### src/rtl/bit_serial_alu_ctrl.sv
// Bit-serial ALU controller: one 1-bit ALU slice stepped LSB first over WIDTH
// cycles per operation, with IDLE/RUN/DONE sequencing and registered results.
module bit_serial_alu_ctrl #(
  parameter int unsigned WIDTH = 32
) (
  input  logic             clk,
  input  logic             reset,
  input  logic             start,
  input  logic [WIDTH-1:0] a,
  input  logic [WIDTH-1:0] b,
  input  logic [2:0]       op,
  output logic             ready,
  output logic             done,
  output logic [WIDTH-1:0] result,
  output logic             zero,
  output logic             overflow
);

  localparam int unsigned CW = (WIDTH > 1) ? $clog2(WIDTH) : 1;

  typedef enum logic [1:0] {IDLE, RUN, DONE} state_t;

  state_t           state;
  logic [WIDTH-1:0] a_lat;
  logic [WIDTH-1:0] b_lat;
  logic [2:0]       op_lat;
  logic [WIDTH-1:0] work;
  logic [CW-1:0]    cnt;
  logic             carry;

  logic             bb;
  logic             g;
  logic             p;
  logic             s;
  logic             carry_nx;
  logic             rbit;
  logic             last;
  logic             ovf_c;
  logic             less_c;
  logic [WIDTH-1:0] res_c;

  // One-bit ALU slice on the current bit plus the final-result assembly
  always_comb begin
    bb       = b_lat[cnt] ^ op_lat[2];
    g        = a_lat[cnt] & bb;
    p        = a_lat[cnt] | bb;
    s        = a_lat[cnt] ^ bb ^ carry;
    carry_nx = g | (p & carry);
    case (op_lat[1:0])
      2'b00:   rbit = g;
      2'b01:   rbit = p;
      2'b10:   rbit = s;
      default: rbit = 1'b0;
    endcase
    last   = (cnt == CW'(WIDTH - 1));
    // carry into MSB is 'carry', carry out is 'carry_nx' on the last bit
    ovf_c  = op_lat[1] & (carry ^ carry_nx);
    less_c = s ^ carry ^ carry_nx;
    if (op_lat[1:0] == 2'b11) begin
      res_c = {{(WIDTH-1){1'b0}}, less_c};
    end else begin
      res_c = {rbit, work[WIDTH-1:1]};
    end
  end

  // Sequencer: latch on accept, shift one bit per RUN cycle, publish on DONE entry
  always_ff @(posedge clk) begin
    if (reset) begin
      state    <= IDLE;
      ready    <= 1'b1;
      done     <= 1'b0;
      result   <= '0;
      zero     <= 1'b1;
      overflow <= 1'b0;
      cnt      <= '0;
      carry    <= 1'b0;
      a_lat    <= '0;
      b_lat    <= '0;
      op_lat   <= '0;
      work     <= '0;
    end else begin
      case (state)
        IDLE: begin
          if (start) begin
            a_lat  <= a;
            b_lat  <= b;
            op_lat <= op;
            cnt    <= '0;
            carry  <= op[2];
            ready  <= 1'b0;
            state  <= RUN;
          end
        end
        RUN: begin
          work  <= {rbit, work[WIDTH-1:1]};
          carry <= carry_nx;
          cnt   <= cnt + CW'(1);
          if (last) begin
            result   <= res_c;
            zero     <= (res_c == '0);
            overflow <= ovf_c;
            done     <= 1'b1;
            state    <= DONE;
          end
        end
        DONE: begin
          done  <= 1'b0;
          ready <= 1'b1;
          state <= IDLE;
        end
        default: begin
          state <= IDLE;
          ready <= 1'b1;
          done  <= 1'b0;
        end
      endcase
    end
  end

endmodule

### config.mk
export PLATFORM = sky130hd
export DESIGN_NAME = bit_serial_alu_ctrl
export DESIGN_NICKNAME = d
export VERILOG_FILES = /design/src/rtl/bit_serial_alu_ctrl.sv
export SDC_FILE = /design/constraint.sdc
export NUM_CORES = 1
export LEC_CHECK = 0
export CORE_UTILIZATION = 46
export CTS_CLUSTER_DIAMETER = 150
export DETAILED_ROUTE_END_ITERATION = 7
export PLACE_DENSITY_LB_ADDON = 0.3
export SYNTH_ARGS = -nofsm -noshare
export SYNTH_HDL_FRONTEND = slang
export SYNTH_SLANG_ARGS = --single-unit
### constraint.sdc
create_clock -name clk -period 7.6 [get_ports clk]
set_input_delay 1.9 -clock clk [delete_from_list [all_inputs] [get_ports clk]]
set_output_delay 1.9 -clock clk [all_outputs]
set_load 0.01 [all_outputs]
==> flow_metrics.tcl <==
set metrics [dict create \
    synth_top_cell_area_share_pct 49.5 \
    synth_compound_area_share_pct 14.4 \
    drv_cap 0 \
    power_density_mw_per_mm2 233 \
    die_x_um 114 \
    grt_pass1_wl_um 22300 \
    grt_usage_pct 21.6 \
    cts_resized 0 \
    synth_ff_type "dfxtp_1" \
    synth_top_family_by_area "simple AND/OR/NAND/NOR gates" \
    synth-edff-count 0 \
    slew_headroom_pct 14.3 \
    drcViolationCount 0 \
    max-vdd-ir-drop_mv 0.136 \
    path_max_fanout 70 \
    grtUsageMet1_pct 27.2 \
    cts_tree "yes" \
    initial_utilization_pct 47.4 \
    synthMuxAreaShare_pct 7.15 \
    post-route-period-util_pct 47.7 \
    synth_nets 787 \
    drv_slew 0 \
    core-area_mm2 0.0121 \
    leakage_nw 2.56 \
    most-common-layout-cells "nand2_1, dfxtp_1, a21oi_1" \
    hold_viol_final 0 \
    ios 106 \
    drive_gt1_share_pct 5.53 \
    async_flop_share_pct 0 \
    gp_congestion 0.755 \
    yosysWarnings 0 \
    drtIter0Drc 283 \
    synthDistinctLibCells 35 \
    routed_wl_um 13200 \
    dieArea_mm2 0.0129 \
    cts_setup_buffers 0 \
    hpwl_um 8600 \
    critPathLaunchType "primary input" \
    arrival_ns 3.86 \
    netlist_area_mm2 0.00574 \
    final_common_cell "nand2_1" \
    synth-seq-cells 142 \
    cts_hold_buf 0 \
    diodes 0 \
    wire_per_inst_um 13.7 \
    layout_setup_ws_ns 3.97 \
    synthCells 711 \
    ant_nets 0 \
    finalSetupTns_ns 0 \
    min-delay-path-class "reg -> reg" \
    antenna_found_initial 0 \
    clkLatencyLatePin_ns 0.42 \
    place_ws_ns 3.54 \
    finalCriticalPeriod_ns 3.63 \
    setup_viol 0 \
    grt_busiest_layer "met2" \
    nNetsFinal 859 \
    grt_use_met3_pct 4.36 \
    grt_pass1_vias 4857 \
    cp-end-kind "flip-flop" \
    status "finished clean" \
    clk_pin_slew_ns 0.06 \
    floorplan.die.height_um 114 \
    crit_type "in -> reg" \
    overflow 0 \
    cts_buffers 17 \
    synth-xor-area-share_pct 0.458 \
    final.setup_skew_ns 0.00865 \
    root_buffer "clkbuf_16" \
    grt_max_degree 133 \
    vias 5055 \
    cts.htree.levels 4 \
    worst_slew_pin_slew_ns 1.29 \
    syn_avg_cell_area_um2 8.08 \
    grt.met2_usage_pct 36.8 \
    syn2layout_area_growth_pct 28.5 \
    clock_sinks 142 \
    max_freq_mhz 276 \
    clockBufferDepth 2 \
    rows 40 \
    vias_per_cell 5.25 \
    synthAdderAreaFrac_pct 1.57 \
    port_buffers 105 \
    cp.required_ns 7.83 \
    rsz0062_at_grt "false" \
    synth_top_area_cell "dfxtp_1" \
    dr.pass1.iters 4 \
    synthTopCellsByArea "dfxtp_1, nand2_1, a21oi_1" \
    ys_seq_area_share_pct 49.5 \
    synthSimpleGateAreaFrac_pct 22.8 \
]
[worst max-delay path, cell delays in order]
cell	delay [ns]
clkdlybuf4s50_1	0.48
and2_2	0.96
nor2_1	0.21
o21ai_0	0.22
a21oi_1	0.08
[metal layers]
layer	wire length (um)	vias to the layer above
met5	0	-
met3	620	14
li1	-	2544
met1	5980	2374
met2	6470	123
met4	148	0
[sequential cells by signal (all words and copies together), names as in the netlist]
name,count
carry,1
result,32
overflow,1
done,1
zero,1
a_lat,32
cnt,5
work,31
b_lat,32
state,2
op_lat,3
ready,1
[power breakdown]
group          internal, mW  switching [mW]  leakage [nW]
Clock                 0.480           0.309         0.267
Sequential            0.769          0.0156          1.16
Combinational        0.0674          0.0765          1.14
Total                  1.32           0.401          2.56
[logic make-up after synthesis]
group	count (synthesis)
AND/OR/NAND/NOR	319
AO/OA/AOI/OAI	158
flip-flops	142
buffers and inverters	56
multiplexers	27
adder cells (fa/ha/maj)	6
XOR/XNOR	3
[Yosys cell counts (all sizes together) (2+ instances only)]
| cell type | count |
|---|---|
| a211oi | 5 |
| a21oi | 140 |
| a22oi | 4 |
| and2 | 3 |
| buf | 11 |
| clkbuf | 45 |
| dfxtp | 142 |
| fa | 2 |
| ha | 4 |
| mux2i | 17 |
| mux4 | 9 |
| nand2 | 239 |
| nand2b | 4 |
| nand3 | 41 |
| nand4 | 3 |
| nor2 | 15 |
| nor2b | 3 |
| nor4 | 7 |
| o21ai | 4 |
| xor2 | 2 |
[metrics by stage]
stage | cells | hold WS (ns) | util [%] | power (mW) | area [um^2]
after floorplan | 711 | 0.432 | - | 0.885 | 5740
after global placement | 932 | 0.439 | 56.2 | 0.938 | 6800
after detailed placement | 932 | 0.444 | 56.2 | 0.944 | 6800
after CTS | 963 | 0.451 | 60.9 | 1.73 | 7380
after global routing | 963 | 0.467 | 60.9 | 1.79 | 7380
final | 963 | 0.449 | 60.9 | 1.72 | 7380
[area by class of cell]
| class | count | area, um^2 |
|---|---|---|
| fill | 1092 | 4730 |
| timing repair buffer | 109 | 1080 |
| tap | 168 | 210 |
| sequential | 142 | 2840 |
| clock buffer | 17 | 425 |
| multi-input combinational | 513 | 2670 |
| clock inverter | 14 | 148 |
[final timing paths]
kind / depth (start not counted) / slack [ns] / endpoint / startpoint
worst min register to register: 2 / 0.45 / result[7]$_SDFFE_PP0P_ / result[7]$_SDFFE_PP0P_
worst max register to register: 8 / 4.04 / zero$_SDFFE_PP1P_ / cnt[0]$_SDFFE_PP0P_
worst max-delay path: 5 / 3.97 / cnt[2]$_SDFFE_PP0P_ / start
worst min-delay path: 2 / 0.45 / result[7]$_SDFFE_PP0P_ / result[7]$_SDFFE_PP0P_
Note: power is estimated with default switching activity, not from simulation.
